File: src/rtl/mix_columns_iter.sv
// AES MixColumns / InvMixColumns, one column per cycle.
// Handshaked in and out; bypass passes the state straight through.
module mix_columns_iter (
    input  logic         clk,
    input  logic         rst,
    input  logic         in_valid,
    output logic         in_ready,
    input  logic [127:0] in_text,
    input  logic         mode,
    input  logic         bypass,
    output logic         out_valid,
    input  logic         out_ready,
    output logic [127:0] out_text
);

    typedef enum logic [1:0] {
        IDLE,
        BUSY,
        DONE
    } state_t;

    state_t       state_q, state_d;
    logic [1:0]   cnt_q, cnt_d;
    logic [127:0] text_q, text_d;
    logic [127:0] out_q, out_d;
    logic         mode_q, mode_d;
    logic         in_ready_q, in_ready_d;
    logic         out_valid_q, out_valid_d;
    logic [31:0]  col_in, col_out;

    function automatic logic [7:0] xt(input logic [7:0] b);
        return {b[6:0], 1'b0} ^ (b[7] ? 8'h1b : 8'h00);
    endfunction

    function automatic logic [7:0] gmul(input logic [7:0] b,
                                        input logic [3:0] k);
        logic [7:0] a;
        logic [7:0] p;
        a = b;
        p = '0;
        for (int i = 0; i < 4; i++) begin
            if (k[i]) p = p ^ a;
            a = xt(a);
        end
        return p;
    endfunction

    // Row r uses the coefficient row rotated right by r bytes.
    function automatic logic [31:0] mix(input logic [31:0] c,
                                        input logic       inv);
        logic [7:0] s [4];
        logic [7:0] r [4];
        logic [3:0] k [4];
        logic [1:0] idx;
        s[0] = c[31:24];
        s[1] = c[23:16];
        s[2] = c[15:8];
        s[3] = c[7:0];
        if (inv) begin
            k[0] = 4'd14; k[1] = 4'd11; k[2] = 4'd13; k[3] = 4'd9;
        end else begin
            k[0] = 4'd2;  k[1] = 4'd3;  k[2] = 4'd1;  k[3] = 4'd1;
        end
        for (int row = 0; row < 4; row++) begin
            r[row] = '0;
            for (int j = 0; j < 4; j++) begin
                idx = 2'(j - row);
                r[row] = r[row] ^ gmul(s[j], k[idx]);
            end
        end
        return {r[0], r[1], r[2], r[3]};
    endfunction

    always_comb begin
        col_in = text_q[127:96];
        unique case (cnt_q)
            2'd0: col_in = text_q[127:96];
            2'd1: col_in = text_q[95:64];
            2'd2: col_in = text_q[63:32];
            2'd3: col_in = text_q[31:0];
            default: col_in = text_q[127:96];
        endcase
    end

    assign col_out = mix(col_in, mode_q);

    always_comb begin
        state_d = state_q;
        cnt_d   = cnt_q;
        text_d  = text_q;
        mode_d  = mode_q;
        out_d   = out_q;
        unique case (state_q)
            IDLE: begin
                if (in_valid && in_ready_q) begin
                    text_d = in_text;
                    mode_d = mode;
                    cnt_d  = 2'd0;
                    if (bypass) begin
                        out_d   = in_text;
                        state_d = DONE;
                    end else begin
                        state_d = BUSY;
                    end
                end
            end
            BUSY: begin
                unique case (cnt_q)
                    2'd0: out_d[127:96] = col_out;
                    2'd1: out_d[95:64]  = col_out;
                    2'd2: out_d[63:32]  = col_out;
                    2'd3: out_d[31:0]   = col_out;
                    default: out_d = out_q;
                endcase
                cnt_d = cnt_q + 2'd1;
                if (cnt_q == 2'd3) state_d = DONE;
            end
            DONE: begin
                if (out_ready) state_d = IDLE;
            end
            default: state_d = IDLE;
        endcase
        in_ready_d  = (state_d == IDLE);
        out_valid_d = (state_d == DONE);
    end

    always_ff @(posedge clk) begin
        if (rst) begin
            state_q     <= IDLE;
            cnt_q       <= 2'd0;
            text_q      <= '0;
            mode_q      <= 1'b0;
            out_q       <= '0;
            in_ready_q  <= 1'b1;
            out_valid_q <= 1'b0;
        end else begin
            state_q     <= state_d;
            cnt_q       <= cnt_d;
            text_q      <= text_d;
            mode_q      <= mode_d;
            out_q       <= out_d;
            in_ready_q  <= in_ready_d;
            out_valid_q <= out_valid_d;
        end
    end

    assign in_ready  = in_ready_q;
    assign out_valid = out_valid_q;
    assign out_text  = out_q;

endmodule

File: config.mk
export PLATFORM = sky130hd
export DESIGN_NAME = mix_columns_iter
export DESIGN_NICKNAME = d
export VERILOG_FILES = /design/src/rtl/mix_columns_iter.sv
export SDC_FILE = /design/constraint.sdc
export NUM_CORES = 1
export LEC_CHECK = 0
export ABC_CLOCK_PERIOD_IN_PS = 2960
export BUFFER_PORTS_ARGS = -buffer_cell sky130_fd_sc_hd__buf_4
export CAP_MARGIN = 20
export CORE_MARGIN = 1
export CORE_UTILIZATION = 50
export CTS_CLUSTER_DIAMETER = 50
export DETAILED_ROUTE_END_ITERATION = 10
export GPL_TIMING_DRIVEN = 0
export PLACE_DENSITY = 0.76
export SLEW_MARGIN = 20
export SYNTH_ARGS = -nofsm -noshare
export SYNTH_HDL_FRONTEND = slang
export SYNTH_SLANG_ARGS = --single-unit
File: constraint.sdc
create_clock -name clk -period 2.96 [get_ports clk]
set_input_delay 0.592 -clock clk [delete_from_list [all_inputs] [get_ports clk]]
set_output_delay 0.592 -clock clk [all_outputs]
set_load 0.01 [all_outputs]
==> flow_summary.yaml <==
global_routing:
  grt_pass1_vias: 14287
  track_usage_pct: 46.5
  grt_max_degree: 16
  antenna_found_initial: 1
  grt_pass1_wl_mm: 91.1
  grt_overflow_total: 0
hold_path:
  min_path_type: "in -> reg"
  whs_path_depth: 3
floorplan:
  num_io_pins: 264
  initial_core_util_pct: 51.1
  fp.dieW_um: 165
  dieArea_mm2: 0.0273
  coreArea_mm2: 0.0261
  die_height_um: 165
  num_rows: 59
place:
  gp_congestion: 1.05
  io_buffer_count: 262
  dp_hpwl_mm: 46.5
timing:
  period_share_pct: 137
  clock.fmax_mhz: 247
  drv_slew: 0
  fin_ws_ps: -1090
  rsz0062_at_grt: "true"
  hold_viol: 0
  tns_ps: -87690
  tightest_slew_ps: 1150
  slew_headroom_pct: 23.5
  fin_worst_skew_ps: 22.3
  final.min_clock_period_ps: 4050
  finalSetupViolCount: 128
clock_network:
  clock_path_buffers: 3
  insertion_delay_ps: 580
  cts.sinks: 263
  cts_hold_buffers: 0
  clkSlewWorstSetupHoldPaths_ps: 60
  clockRootBuffer: "clkbuf_16"
  cts_tree: "built"
  cts_max_level: 1
  numCtsBuffers: 30
synthesis:
  synth_edf_count: 0
  ys_top_cells_by_area: "dfxtp_1 (40%), nand2_1 (9.0%), a21oi_1 (8.9%)"
  synth_most_common_cell: "nand2_1"
  synthTopCellsByCount: "nand2_1 (320), dfxtp_1 (263), a21oi_1 (237), xnor2_1 (135), nor2_1 (117)"
  avgSynthCellArea_um2: 8.26
  synth.net_count: 1750
  synthArstFlopShare_pct: 0
  ys_ff_latch: 263
  synth_cell_type_count: 45
  syn-cell-area_mm2: 0.0133
  synthCells: 1612
  synth_ff_type: "dfxtp_1"
  yosysWarningCount: 0
  yosysTopAreaCellShare_pct: 39.5
  synth_seq_area_share_pct: 39.5
  yosysTopAreaCell: "dfxtp_1"
setup_path:
  critPathRequiredTime_ps: 3450
  critical_path.max_stage_delay_ps: 590
  path_class: "reg -> reg"
  r2r_cells: 15
  end_kind: "flip-flop"
  setup.worst_path.start_class: "flip-flop"
  cp_cell_sequence: "ha_4, buf_6, buf_6, buf_6, a222oi_1, buf_4, buf_4, xor2_1, o21ai_2, xnor3_2, mux2i_4, xnor2_2, xnor2_2, nand2_2, a211oi_2"
  cp_slowest_cell: "xnor2_2"
  cp_common_cell: "buf_6"
  worstPathMaxFanout: 4
  cp.arrival_ps: 4530
route:
  vias: 15436
  route.detailed.drc: 0
  via_per_inst: 6.36
  drt-initial-drc-count: 2566
  antenna_left: 0
  wl_per_cell_um: 28.0
  wl_mm: 68.0
  drt_pass1_iterations: 7
power_and_ir_drop:
  power_density_mw_per_mm2: 684
  p_leak_nw: 8.28
  ir_drop_v: 0.000689
run_status:
  violations: "setup timing"
  status: "finished with violations"
finish:
  drive_above_1_share_pct: 38.8
  syn_to_final_growth_pct: 55.7
  nets: 2211
  diodes: 0
  postLayoutCoreUtil_pct: 79.5
job:
  max_cap_violations: 0
-- critical path, delay by kind of cell, from the launching register on --
kind,cells,cell delay [ps]
xor gates and xnor gates,4,1380
AOI/OAI and AO/OA,3,820
buffers and inverters,5,680
DFF,1,380
and+or+nand+nor,1,270
muxes,1,220
adders and majority gates,1,200
-- per-stage QoR --
| stage | hold slack [ps] | worst slack (ps) | total power, W | std cells | area, um^2 |
|---|---|---|---|---|---|
| after global placement | 442 | -1760 | 0.00839 | 2209 | 16100 |
| after floorplan | 436 | -132 | 0.00680 | 1612 | 13700 |
| after CTS | 277 | -731 | 0.0132 | 2381 | 19500 |
| after global routing | 277 | -1090 | 0.0145 | 2428 | 20700 |
| after detailed placement | 447 | -1570 | 0.00842 | 2211 | 16100 |
| final | 273 | -1090 | 0.0142 | 2428 | 20700 |
-- flip-flops by register name, summed over array words and instances, names as in the netlist --
| register | cells |
|---|---|
| in_ready | 1 |
| mode_q | 1 |
| state_q | 2 |
| cnt_q | 2 |
| text_q | 128 |
| out_text | 128 |
| out_valid | 1 |
-- cell type report --
type	instances	area, um^2
plain buffers	126	689
inverters	34	135
repair buffers	432	3550
flip-flops and latches	263	5270
multi-input cells	1186	9680
clock buffers	41	832
clock inverters	11	148
well taps	335	419
fillers	1713	5330
-- cell usage in the layout, fill, tap and decap left out, types with 13 or more instances in the layout --
| cell type | count |
|---|---|
| a211oi_2 | 97 |
| a21oi_1 | 235 |
| a222oi_1 | 32 |
| buf_12 | 13 |
| buf_4 | 374 |
| buf_6 | 47 |
| clkbuf_1 | 109 |
| clkbuf_16 | 31 |
| dfxtp_1 | 261 |
| inv_1 | 32 |
| mux2i_4 | 26 |
| nand2_1 | 291 |
| nand2_2 | 21 |
| nand3b_1 | 17 |
| nor2_1 | 113 |
| o21ai_0 | 13 |
| xnor2_1 | 67 |
| xnor2_2 | 45 |
| xnor2_4 | 24 |
| xnor3_1 | 14 |
| xor2_1 | 29 |
| xor2_2 | 13 |
-- cells by family (layout without fill, tap and decap cells) --
family                     Yosys count  in the layout  synth area share [%]
muxes                               36             36                  2.82
DFF                                263            263                  39.5
adders and majority gates            4              4                 0.376
xor gates and xnor gates           212            212                  16.7
and+or+nand+nor                    496            496                  15.2
AOI/OAI and AO/OA                  438            438                  20.2
buffers and inverters              163            644                  5.10
-- path summary, 6_finish.rpt --
kind	slack, ps	startpoint	to
hold / removal	270	in_text[35]	text_q[35]$_SDFFE_PP0P_
setup reg to reg	-1090	cnt_q[0]$_SDFFE_PP0P_	out_text[106]$_SDFFE_PP0P_
hold reg to reg	460	text_q[104]$_SDFFE_PP0P_	text_q[104]$_SDFFE_PP0P_
setup / recovery	-1090	cnt_q[0]$_SDFFE_PP0P_	out_text[106]$_SDFFE_PP0P_
-- what timing repair did --
action,CTS,global route
endpoints found under the setup margin,128,128
gates resized for setup,295,129
cloned,1,1
pin swaps,113,102
buffers inserted,119,52
-- report_power, final --
group,leakage [nW],total (W),switching [W],internal [W]
Clock,0.474,0.00378,0.00163,0.00215
Sequential,2.16,0.00420,0.000277,0.00393
Combinational,5.64,0.00618,0.00339,0.00279
-- per-layer routing --
metal  vias up  part of all wire (%)  track usage [%]
li1       6442                     -                -
met4         2                   7.9             29.8
met1      7317                    34             55.8
met2      1314                    44             72.6
met3       361                    14             13.4
met5         -                 0.019                0
Note: power is estimated with default switching activity, not from simulation.
